**config.mk**
```make
export PLATFORM = sky130hd
export DESIGN_NAME = note_player
export DESIGN_NICKNAME = d
export VERILOG_FILES = /design/src/rtl/note_player.sv
export SDC_FILE = /design/constraint.sdc
export NUM_CORES = 1
export LEC_CHECK = 0
export BUFFER_PORTS_ARGS = -buffer_cell sky130_fd_sc_hd__clkbuf_2
export CELL_PAD_IN_SITES_DETAIL_PLACEMENT = 2
export CELL_PAD_IN_SITES_GLOBAL_PLACEMENT = 2
export CORE_MARGIN = 3
export CORE_UTILIZATION = 38
export DETAILED_ROUTE_END_ITERATION = 8
export PLACE_DENSITY_LB_ADDON = 0.2
export SLEW_MARGIN = 20
export SYNTH_ARGS = -nofsm -noshare
export SYNTH_HDL_FRONTEND = slang
export SYNTH_SLANG_ARGS = --single-unit
```
**constraint.sdc**
```tcl
create_clock -name clk -period 7.04 [get_ports clk]
set_clock_uncertainty 0.1 [all_clocks]
set_input_delay 0.704 -clock clk [delete_from_list [all_inputs] [get_ports clk]]
set_output_delay 0.704 -clock clk [all_outputs]
set_load 0.1 [all_outputs]
```
**src/rtl/note_player.sv**
```systemverilog
// note_player: plays one note as a square-wave tone for a number of beats,
// then pulses note_done; play=0 freezes tone and duration without losing position.
module note_player #(
   parameter int BEAT_CYCLES = 50000
) (
   input  logic       clk,
   input  logic       reset,
   input  logic       play,
   input  logic [5:0] note,
   input  logic [5:0] duration,
   input  logic       new_note,
   output logic       note_done,
   output logic       tone_out,
   output logic       busy
);
   typedef enum logic [1:0] {IDLE, PLAYING, DONE} state_t;
   state_t      state;
   logic [5:0]  note_reg, beats_left, k, rem;
   logic [2:0]  oct;
   logic [8:0]  base;
   logic [15:0] beat_cnt, tone_cnt, half_period;
   // note n -> k=n-1 split into octave (k/12) and semitone (k%12)
   always_comb begin
      k    = note_reg - 6'd1;
      oct  = k >= 6'd60 ? 3'd5 : k >= 6'd48 ? 3'd4 : k >= 6'd36 ? 3'd3 :
             k >= 6'd24 ? 3'd2 : k >= 6'd12 ? 3'd1 : 3'd0;
      rem  = k - ({3'b0, oct} << 3) - ({3'b0, oct} << 2);
      base = rem == 6'd0  ? 9'd478 : rem == 6'd1  ? 9'd451 : rem == 6'd2 ? 9'd426 :
             rem == 6'd3  ? 9'd402 : rem == 6'd4  ? 9'd379 : rem == 6'd5 ? 9'd358 :
             rem == 6'd6  ? 9'd338 : rem == 6'd7  ? 9'd319 : rem == 6'd8 ? 9'd301 :
             rem == 6'd9  ? 9'd284 : rem == 6'd10 ? 9'd268 : 9'd253;
      half_period = 16'(base) << (3'd5 - oct);
   end
   assign busy = (state == PLAYING);
   always_ff @(posedge clk or negedge reset) begin
      if (!reset) begin
         state      <= IDLE;
         note_reg   <= '0;
         beats_left <= '0;
         beat_cnt   <= '0;
         tone_cnt   <= '0;
         tone_out   <= 1'b0;
         note_done  <= 1'b0;
      end else if (new_note) begin
         state      <= PLAYING;
         note_reg   <= note;
         beats_left <= duration;
         beat_cnt   <= '0;
         tone_cnt   <= '0;
         tone_out   <= 1'b0;
         note_done  <= 1'b0;
      end else begin
         case (state)
            PLAYING: begin
               if (beats_left == 6'd0) begin
                  state     <= DONE;
                  note_done <= 1'b1;
                  tone_out  <= 1'b0;
               end else if (play) begin
                  if (note_reg != 6'd0) begin
                     if (tone_cnt == half_period - 16'd1) begin
                        tone_cnt <= '0;
                        tone_out <= ~tone_out;
                     end else
                        tone_cnt <= tone_cnt + 16'd1;
                  end
                  if (beat_cnt == 16'(BEAT_CYCLES - 1)) begin
                     beat_cnt   <= '0;
                     beats_left <= beats_left - 6'd1;
                     // last beat elapsed: finishing overrides any tone toggle above
                     if (beats_left == 6'd1) begin
                        state     <= DONE;
                        note_done <= 1'b1;
                        tone_out  <= 1'b0;
                     end
                  end else
                     beat_cnt <= beat_cnt + 16'd1;
               end
            end
            DONE: begin
               state     <= IDLE;
               note_done <= 1'b0;
            end
            default: state <= IDLE;
         endcase
      end
   end
endmodule
```
==> results.md, run 1 <==
* Status: finished, final reports clean
* Diode count at 0
* Total GRT Usage at 0.234
* Yosys reg bits at 48
* Hold buffer count at CTS at 0
* VDD IR max at 144 uV
* Cell Area, Placed at 0.00457 mm2
* Max Fclk at 157 MHz
* Synthesized instance count at 547
* Post-synthesis area per instance at 8.06 um2
* Global-route wire length before repair at 24800 um
* Post-synth EDFFs at 0
* Largest net degree at the start of global routing at 49
* Bufs on Longest Clock Path at 2
* WS Path Type: reg -> reg
* Max_cap viols at 0
* Max Slew Vio Count at 0
* Final wirelength at 14600 um
* Largest regs: beat_cnt (16), tone_cnt (16)
* Vias per inst at 6.22
* Routability cong. at 0.902
* Cell with the most instances after synthesis: nand2_1
* Synth Cell Area at 0.00441 mm2
* R2R Path Start: note_reg[0]$_DFFE_PN0P_
* I/O Pins at 19
* Setup violators final at 0
* Crit end category: register
* Yosys Warn Count at 0
* Initial Util at 0.398
* Worst-path maximum fanout at 16
* Drt first pass iters at 4
* DP Worst Slack at 0.565 ns
* Worst Path Arrival at 6.49 ns
* Die Width at 114 um
* NetSw at 536 uW
* Power Total at 1210 uW
* DR WL/cell at 21.4 um
* TNS Setup at 0 ns
* Logic pwr share at 0.515
* Root buf cell: clkbuf_16
* Nets at 568
* Post-Layout Inst Area at 0.00475 mm2
* Clock transition at path regs at 0.07 ns
* Sequential Power Share at 0.255
* Worst slew margin at 0.539
* Startpoint types: register
* Antenna violations before repair at 0
* Final period util at 0.906
* Hold Slack at 0.431 ns
* Post-route setup slack at 0.662 ns
* Synth async-reset ratio at 1.00
* Switching portion of total power at 0.442
* Die ar. at 0.0129 mm2
* Vias in the first global route at 4628
* Reg2Reg Depth at 20
* Fin crit period at 6.38 ns
* Top post-synthesis cells by area: dfrtp_1 (27%), nand2_1 (5.3%), o21ai_0 (4.4%), a21oi_1 (3.5%), a41oi_2 (3.3%)
* Sequential share of the synthesized area at 0.272
* CTS tree: built
* Core Region at 0.0111 mm2
* Top_reg_cell synth: dfrtp_1
* Share of layout cells above drive strength 1 at 0.142
* Hold Crit Class: in -> async
* CP required at 7.15 ns
* P&R area growth vs syn at 7.60%
* Worst reg-to-reg setup slack at 0.66 ns
* Worst-Skew Late Latency at 0.29 ns
* Share of the synthesized area in the top cell type at 0.272
* Die height at 114 um
* Clock group share of total power at 0.230
* Initial DRC Count at 304
* Post-Synthesis Net Count at 574
* Total clock buffers created by CTS at 5
* Yosys cell types at 80
* Final Hold Fails at 0
* Vias at 4243
* PwrDens at 256 mW/mm2
* Hpwl dp at 10500 um
* R2R Path End: tone_out$_DFFE_PN0P_
* Final ANT Viol Nets at 0
* Number of cell rows at 38
* H-tree lvl count at 2
* Port bufs at 18
* GRT Residual Overflow at 0
* Top cells by count, synth: nand2_1 (62), dfrtp_1 (48), nor2_1 (39), o21ai_0 (39), a21oi_1 (31)
* Internal power at 676 uW
* Clock Sink Count at 48
* DRC at 0
* Post-synth top area cell: dfrtp_1
* Lkg Pwr at 0.00187 uW
* RSZ-0062 raised after global routing: false
* Worst Max-Slew Pin Slew at 0.689 ns
-- worst max-delay path by stage --
stage | to | slack, ns | from
2_1_floorplan | tone_cnt[5]$_DFFE_PN0P_ | 1.69 | note_reg[1]$_DFFE_PN0P_
3_3_place_gp | tone_out$_DFFE_PN0P_ | 0.87 | note_reg[1]$_DFFE_PN0P_
3_5_place_dp | tone_out$_DFFE_PN0P_ | 0.57 | note_reg[1]$_DFFE_PN0P_
4_1_cts | tone_out$_DFFE_PN0P_ | 0.47 | note_reg[1]$_DFFE_PN0P_
5_1_grt | tone_out$_DFFE_PN0P_ | 0.09 | note_reg[0]$_DFFE_PN0P_
6_report | tone_out$_DFFE_PN0P_ | 0.66 | note_reg[0]$_DFFE_PN0P_
-- cell usage in the layout, fill, tap and decap left out, types with 7 or more instances in the layout --
cell	instances
a31oi_1	12
clkbuf_2	18
nand2b_1	11
nand3_1	25
xnor2_1	12
nor3_1	8
buf_4	10
and3_1	13
nor4_1	8
o211ai_1	7
a211oi_1	9
dfrtp_1	47
a41oi_2	9
o31ai_1	8
nor2_1	39
xor2_1	12
inv_1	11
ha_1	10
or3_1	9
nand2_1	62
a21oi_1	31
o21ai_0	39
-- kinds of logic after synthesis --
family	share of synthesized area
xor+xnor	0.0477
fa+ha+maj	0.0329
flops	0.272
buf+inv	0.0533
simple gates	0.279
mux	0.0292
compound gates	0.286
-- repair_timing --
action / in CTS / in global routing
buffers inserted: 0 / 0
resized for setup: 0 / 2
endpoints found under the setup margin: 0 / 11
-- routing by layer --
metal  global-route usage  up-vias  part of all wire
met5                    0        -                 0
met4               0.0401        0            0.0094
met3               0.0308       10             0.020
met2                0.418       39              0.51
met1                0.305     2166              0.47
li1                     -     2028                 -
-- power by group through the flow --
stage / clock [uW] / combinational [uW] / sequential (uW)
2_1_floorplan: 0 / 459 / 305
3_3_place_gp: 0 / 593 / 311
3_5_place_dp: 0 / 618 / 313
4_1_cts: 287 / 624 / 308
5_1_grt: 297 / 693 / 312
6_report: 278 / 625 / 310
-- cell type report --
cell class	count	area, um2
Tap cell	140	175
Fill cell	1273	6330
Sequential cell	48	1200
Multi-Input combinational cell	445	2990
Timing Repair Buffer	28	165
Clock buffer	6	129
Clock inverter	2	35.0
Inverter	13	48.8
-- critical path: stages (launching register included) --
cell and delay, ns:
dfrtp_1 0.72, nor4_1 0.17, o31ai_2 0.52, nand3_2 0.15, inv_2 0.11, fa_1 0.44
ha_1 0.59, inv_1 0.22, a211oi_1 0.45, a41o_1 0.16, a221o_1 0.25, nand2_1 0.08
ha_1 0.30, xnor2_1 0.13, nor3_1 0.11, o311ai_0 0.15, nor4_1 0.29, nand4b_1 0.20
or4_4 0.69, mux2_1 0.35, o211ai_1 0.09
-- metrics by stage --
stage / instances / utilization
after floorplan: 547 / -
after global placement: 674 / 0.412
after detailed placement: 674 / 0.412
after CTS: 682 / 0.427
after global routing: 682 / 0.428
final: 682 / 0.428
No activity file was read; power rests on OpenSTA's default activity.
==> run 2: changes to the inputs <==
CELL_PAD_IN_SITES_DETAIL_PLACEMENT = 1   (was 2)
CELL_PAD_IN_SITES_GLOBAL_PLACEMENT = 1   (was 2)
CORE_UTILIZATION = 48   (was 38)
PLACE_DENSITY = 0.89   (was default)
PLACE_DENSITY_LB_ADDON = default   (was 0.2)
==> run 2 against run 1 <==
Net effect:
- utilization up 9.6 points
- hold slack worse by 0.054 ns
- fmax decreased by 1.6%
- wire length decreased by 13%
==> results.md, run 2 (synthesis gave the netlist of run 1 again) <==
* Status: finished, final reports clean
* TNS Setup at 0 ns (unchanged)
* Final period util at 0.920 (+0.0145)
* Crit-path leading delay family: simple AND/OR/NAND/NOR gates
* Crit end category: register
* GRT Residual Overflow at 0 (unchanged)
* Setup violators final at 0 (unchanged)
* Root buf cell: clkbuf_8
* Diode count at 0 (unchanged)
* Bufs on Longest Clock Path at 2 (unchanged)
* Commonest non-fill, non-tap cell in the layout: nand2_1
* DR WL/cell at 19.5 um (-9.1%)
* Initial DRC Count at 208 (-32%)
* Worst slew margin at 0.438 (-0.101)
* Cell Chain, Critical Path: buf_4, o211ai_1, a31o_1, nand3_2, inv_2, fa_1, inv_1, ha_1, nand3b_1, a21oi_1, o41a_1, a221o_1, nand2_1, ha_1, xnor2_1, nor3_1, o311ai_0, nor4_1, nand4b_1, or4_4, mux2_1, o211ai_1
* PwrDens at 239 mW/mm2 (-6.5%)
* CTS resizes at 0 (unchanged)
* Total GRT Usage at 0.251 (+0.0168)
* Power Total at 1100 uW (-9.0%)
* Antenna violations before repair at 0 (unchanged)
* Final wirelength at 12600 um (-13%)
* CP Buf/Inv Count at 3 (+1)
* Die height at 102 um (-10%)
* Crit path largest cell delay at 0.69 ns (-0.03 ns)
* Hold buffer count at CTS at 0 (unchanged)
* Clock transition at path regs at 0.10 ns (+0.03 ns)
* Slowest CP cell: or4_4
* WS Path Type: reg -> reg
* P&R area growth vs syn at 4.71%
* # Post-CTS Setup Buffers at 0 (unchanged)
* Drt first pass iters at 5 (+1)
* Worst-path maximum fanout at 14 (-2)
* Routability cong. at 0.906 (+0.43%)
* Total clock buffers created by CTS at 5 (unchanged)
* Final ANT Viol Nets at 0 (unchanged)
* Final Hold Fails at 0 (unchanged)
* Hold Slack at 0.377 ns (-0.0541 ns)
* VDD IR max at 85.1 uV (-41%)
* Share of layout cells above drive strength 1 at 0.140 (-0.00159)
* DRC at 0 (unchanged)
* H-tree lvl count at 2 (unchanged)
* RSZ-0062 raised after global routing: false
* Fin crit period at 6.48 ns (+0.102 ns)
* Nets at 567 (-0.18%)
* Vias per inst at 6.60 (+6.0%)
* Final std cells w/o fill at 649 (-4.8%)
* CP required at 7.18 ns (+0.03 ns)
* Max_cap viols at 0 (unchanged)
* Largest net degree at the start of global routing at 49 (unchanged)
* Lkg Pwr at 0.00184 uW (-2.0%)
* Die ar. at 0.0104 mm2 (-20%)
* Initial Util at 0.501 (+0.103)
* Worst Path Arrival at 6.62 ns (+0.13 ns)
* Hpwl dp at 9270 um (-12%)
* Die Width at 102 um (-10%)
* Core Region at 0.00881 mm2 (-21%)
* Vias at 4281 (+0.90%)
* Startpoint types: register
* Largest regs: beat_cnt (16), tone_cnt (16)
* Clock Sink Count at 48 (unchanged)
* Placed cell count at 641 (-4.9%)
* Most frequent cells in the layout: nand2_1 (62), dfrtp_1 (48), o21ai_0 (39), nor2_1 (39), a21oi_1 (31)
* Hold Crit Class: in -> async
* Worst Max-Slew Pin Slew at 0.843 ns (+0.154 ns)
* CTS tree: built
* Worst-Skew Late Latency at 0.31 ns (+0.02 ns)
* Port bufs at 18 (unchanged)
* I/O Pins at 19 (unchanged)
* Number of cell rows at 34 (-11%)
* Max Slew Vio Count at 0 (unchanged)
* Global-route wire length before repair at 21200 um (-14%)
* Vias in the first global route at 4276 (-7.6%)
* Max Fclk at 154 MHz (-1.6%)
[run 2: cell count changes in the layout (fill, tap and decap cells not counted), sizes merged]
cell / before / now
buf: 10 / 9
bufinv: 1 / 0
inv: 13 / 14
[run 2: layout make-up]
type	count	area, um2
clock buffers	6	82.6
fillers	1096	4190
well taps	108	135
clock inverters	2	13.8
inverters	13	48.8
repair buffers	27	158
flip-flops and latches	48	1200
multi-input cells	445	2980
[run 2: power breakdown]
group	switching [uW]	internal, uW
clock	104	80.7
combinational	392	223
sequential	18.9	286
total	515	589
[run 2: per-stage QoR]
step / area [um2] / setup WS, ns / util
5_1_grt: 4620 / 0.173 / 0.524
3_5_place_dp: 4520 / 0.686 / 0.513
2_1_floorplan: 4410 / 1.69 / -
3_3_place_gp: 4520 / 1.01 / 0.513
4_1_cts: 4620 / 0.650 / 0.524
6_report: 4620 / 0.560 / 0.524
[run 2: routing by layer]
layer | up-vias | part of all wire | GRT usage
li1 | 2036 | - | -
met1 | 2148 | 0.46 | 0.340
met2 | 72 | 0.49 | 0.422
met3 | 25 | 0.030 | 0.0334
met4 | 0 | 0.020 | 0.0716
met5 | - | 0 | 0
[run 2: path summary, 6_finish.rpt]
| check | from | cells after the start | slack [ns] | end |
|---|---|---|---|---|
| setup reg to reg | note_reg[1]$_DFFE_PN0P_ | 22 | 0.56 | tone_out$_DFFE_PN0P_ |
| hold / removal | reset | 2 | 0.38 | beat_cnt[3]$_DFFE_PN0P_ |
| min in group clk | state[0]$_DFFE_PN0P_ | 2 | 0.45 | note_done$_DFFE_PN0P_ |
| max in group asynchronous | reset | 2 | 6.01 | note_reg[2]$_DFFE_PN0P_ |
| setup / recovery | note_reg[1]$_DFFE_PN0P_ | 22 | 0.56 | tone_out$_DFFE_PN0P_ |
| hold reg to reg | state[0]$_DFFE_PN0P_ | 2 | 0.45 | note_done$_DFFE_PN0P_ |
==> run 3: changes to the inputs <==
ABC_AREA = 1   (was default)
BUFFER_PORTS_ARGS = default   (was -buffer_cell sky130_fd_sc_hd__clkbuf_2)
CORE_UTILIZATION = 47   (was 48)
CTS_CLUSTER_SIZE = 16   (was default)
DONT_BUFFER_PORTS = 1   (was default)
PLACE_DENSITY = 0.88   (was 0.89)
==> run 3 against run 2 <==
Net effect:
- wire length decreased by 22%
- critical path type unchanged
- setup slack better by 0.83 ns
- highest routed layer unchanged
- clock power shrank 8%
- sequential power rose by 2%
- largest power group unchanged
- fmax increased by 15%
- utilization is 0.96 points lower
- die area is 11% lower
- clock-buffer cell count rose by 2
- area after synthesis down 14%
- sequential share of layout area increased by 4.0 points
- via count fell by 16%
- sequential cell count is the same
==> results.md, run 3 <==
* Bufs on Longest Clock Path at 2 (unchanged)
* Core Region at 0.00777 mm2 (-12%)
* TNS Setup at 0 ns (unchanged)
* Nets at 576 (+1.6%)
* Worst Path Arrival at 5.71 ns (-0.91 ns)
* CP required at 7.10 ns (-0.08 ns)
* Routability cong. at 0.889 (-1.9%)
* Most frequent cells in the layout: nand2_1 (123), inv_1 (75), nand3_1 (57), nor2_1 (55), dfrtp_1 (48)
* Hold buffer count at CTS at 1 (+1)
* Die ar. at 0.00919 mm2 (-11%)
* Largest net degree at the start of global routing at 49 (unchanged)
* Total clock buffers created by CTS at 5 (unchanged)
* Synth Cell Area at 0.00379 mm2 (-14%)
* Die height at 95.8 um (-5.9%)
* GRT Residual Overflow at 0 (unchanged)
* Crit path largest cell delay at 0.49 ns (-0.20 ns)
* Worst-path maximum fanout at 12 (-2)
* Layout Utilization at 0.515 (-0.00962)
* CTS resizes at 0 (unchanged)
* Crit end category: register
* Setup violators final at 0 (unchanged)
* Top cells by count, synth: nand2_1 (123), inv_1 (75), nand3_1 (57)
* Commonest non-fill, non-tap cell in the layout: nand2_1
* Startpoint types: register
* Sequential share of the synthesized area at 0.317 (+0.0443)
* Most common cell on crit path: nand2_1
* Port bufs at 0 (-18)
* Slowest CP cell: fa_1
* VDD IR max at 102 uV (+20%)
* Yosys cell types at 40 (-50%)
* Number of cell rows at 32 (-5.9%)
* Largest regs: beat_cnt (16), tone_cnt (16)
* Initial Util at 0.488 (-0.0125)
* Yosys Warn Count at 0 (unchanged)
* Hold Crit Class: in -> async
* Max Fclk at 177 MHz (+15%)
* Global-route wire length before repair at 17200 um (-19%)
* Synthesized instance count at 548 (+0.18%)
* RSZ-0062 raised after global routing: false
* Root buf cell: clkbuf_8
* # Post-CTS Setup Buffers at 0 (unchanged)
* Final wirelength at 9870 um (-22%)
* Status: finished, final reports clean
* Antenna violations before repair at 0 (unchanged)
* H-tree lvl count at 2 (unchanged)
* Yosys reg bits at 48 (unchanged)
* Share of the synthesized area in the top cell type at 0.317 (+0.0443)
* CTS tree: built
* Vias per inst at 5.49 (-17%)
* Max_cap viols at 0 (unchanged)
* Clock Sink Count at 48 (unchanged)
* PwrDens at 250 mW/mm2 (+4.5%)
* Synth async-reset ratio at 1.00 (unchanged)
* Cell with the most instances after synthesis: nand2_1
* P&R area growth vs syn at 5.41%
* I/O Pins at 19 (unchanged)
* Drt first pass iters at 5 (unchanged)
* WS Path Type: reg -> reg
* Top post-synthesis cells by area: dfrtp_1 (32%), nand2_1 (12%), nand3_1 (7.5%), inv_1 (7.4%), nor2_1 (5.5%)
* Max Slew Vio Count at 0 (unchanged)
* DRC at 0 (unchanged)
* Vias in the first global route at 3785 (-11%)
* Clock transition at path regs at 0.09 ns (about the same)
* Vias at 3577 (-16%)
* Post-synth top area cell: dfrtp_1
* Final period util at 0.802 (-0.118)
* DR WL/cell at 15.1 um (-22%)
* Die Width at 95.8 um (-5.9%)
* Final ANT Viol Nets at 0 (unchanged)
* Worst Max-Slew Pin Slew at 1.14 ns (+0.296 ns)
* Post-synth EDFFs at 0 (unchanged)
* Hpwl dp at 7830 um (-16%)
* Share of layout cells above drive strength 1 at 0.104 (-0.0368)
* Total GRT Usage at 0.235 (-0.0161)
* Diode count at 0 (unchanged)
* Post-Synthesis Net Count at 575 (+0.17%)
* Lkg Pwr at 0.00185 uW (+1.0%)
* Cell Area, Placed at 0.00388 mm2 (-14%)
* Top_reg_cell synth: dfrtp_1
* Final Hold Fails at 0 (unchanged)
* Initial DRC Count at 134 (-36%)
* Worst slew margin at 0.240 (-0.198)
* Post-synthesis area per instance at 6.92 um2 (-14%)
* Post-Layout Inst Area at 0.00400 mm2 (-13%)
* Worst-Skew Late Latency at 0.30 ns (about the same)
* Fin crit period at 5.65 ns (-0.834 ns)
## run 3: cell types whose count changed in the layout (fill, tap and decap cells not counted), moves of 11 or more
cell      delta
clkbuf_2    -18
and3_1      -13
nand2_1     +61
nor2_1      +16
inv_1       +64
nand2b_1    -11
nand3_1     +32
## run 3: power by group
part	switching [uW]	leakage, uW	internal, uW	total [uW]
logic	358	0.00117	160	518
registers	20.0	0.000641	290	310
clock network	90.7	0.0000455	80.3	171
## run 3: final timing paths
kind	from	to	slack, ns	cells after the start
worst max-delay path	note_reg[1]$_DFFE_PN0P_	tone_cnt[11]$_DFFE_PN0P_	1.39	32
worst min-delay path	reset	tone_cnt[5]$_DFFE_PN0P_	0.15	1
worst max register to register	note_reg[1]$_DFFE_PN0P_	tone_cnt[11]$_DFFE_PN0P_	1.39	32
worst min register to register	beats_left[3]$_DFFE_PN0P_	beats_left[3]$_DFFE_PN0P_	0.43	2
max in group asynchronous	reset	state[0]$_DFFE_PN0P_	6.46	1
min in group clk	new_note	beat_cnt[12]$_DFFE_PN0P_	0.40	1
## run 3: cell type report
| cell class | count | area (um2) |
|---|---|---|
| repair buffers | 3 | 42.5 |
| well taps | 102 | 128 |
| clock buffers | 8 | 90.1 |
| flip-flops and latches | 48 | 1200 |
| fillers | 1041 | 3770 |
| multi-input cells | 404 | 2210 |
| inverters | 87 | 329 |
## run 3: stage by stage
step / hold WS, ns / power [uW] / std cells / worst slack (ns)
detailed placement: 0.310 / 828 / 643 / 1.42
CTS: 0.149 / 1010 / 652 / 1.39
global route: 0.148 / 1090 / 652 / 0.865
floorplan: 0.308 / 720 / 548 / 2.32
global placement: 0.310 / 804 / 643 / 1.69
finish: 0.146 / 999 / 652 / 1.39
## run 3: cells by family (layout without fill, tap and decap cells)
family                   count (synthesis)  in the layout  share of synthesized area
adder cells (fa/ha/maj)                 11             11                     0.0383
flip-flops                              48             48                      0.317
buffers and inverters                   96             98                      0.102
XOR/XNOR                                24             24                     0.0554
AND/OR/NAND/NOR                        287            287                      0.348
AO/OA/AOI/OAI                           82             82                      0.140
## run 3: worst max-delay path: cells and delay by family (launching register included)
kind | cells | cell delay [ns]
compound gates | 4 | 0.56
xor+xnor | 1 | 0.13
fa+ha+maj | 3 | 1.19
buf+inv | 4 | 0.42
flops | 1 | 0.46
simple gates | 20 | 2.67
## run 3: routing by layer
layer,GRT usage,vias up,share of wire
met5,0,-,0
met4,0.0687,0,0.015
met3,0.0305,14,0.020
met2,0.431,42,0.52
met1,0.284,1739,0.44
li1,-,1782,-
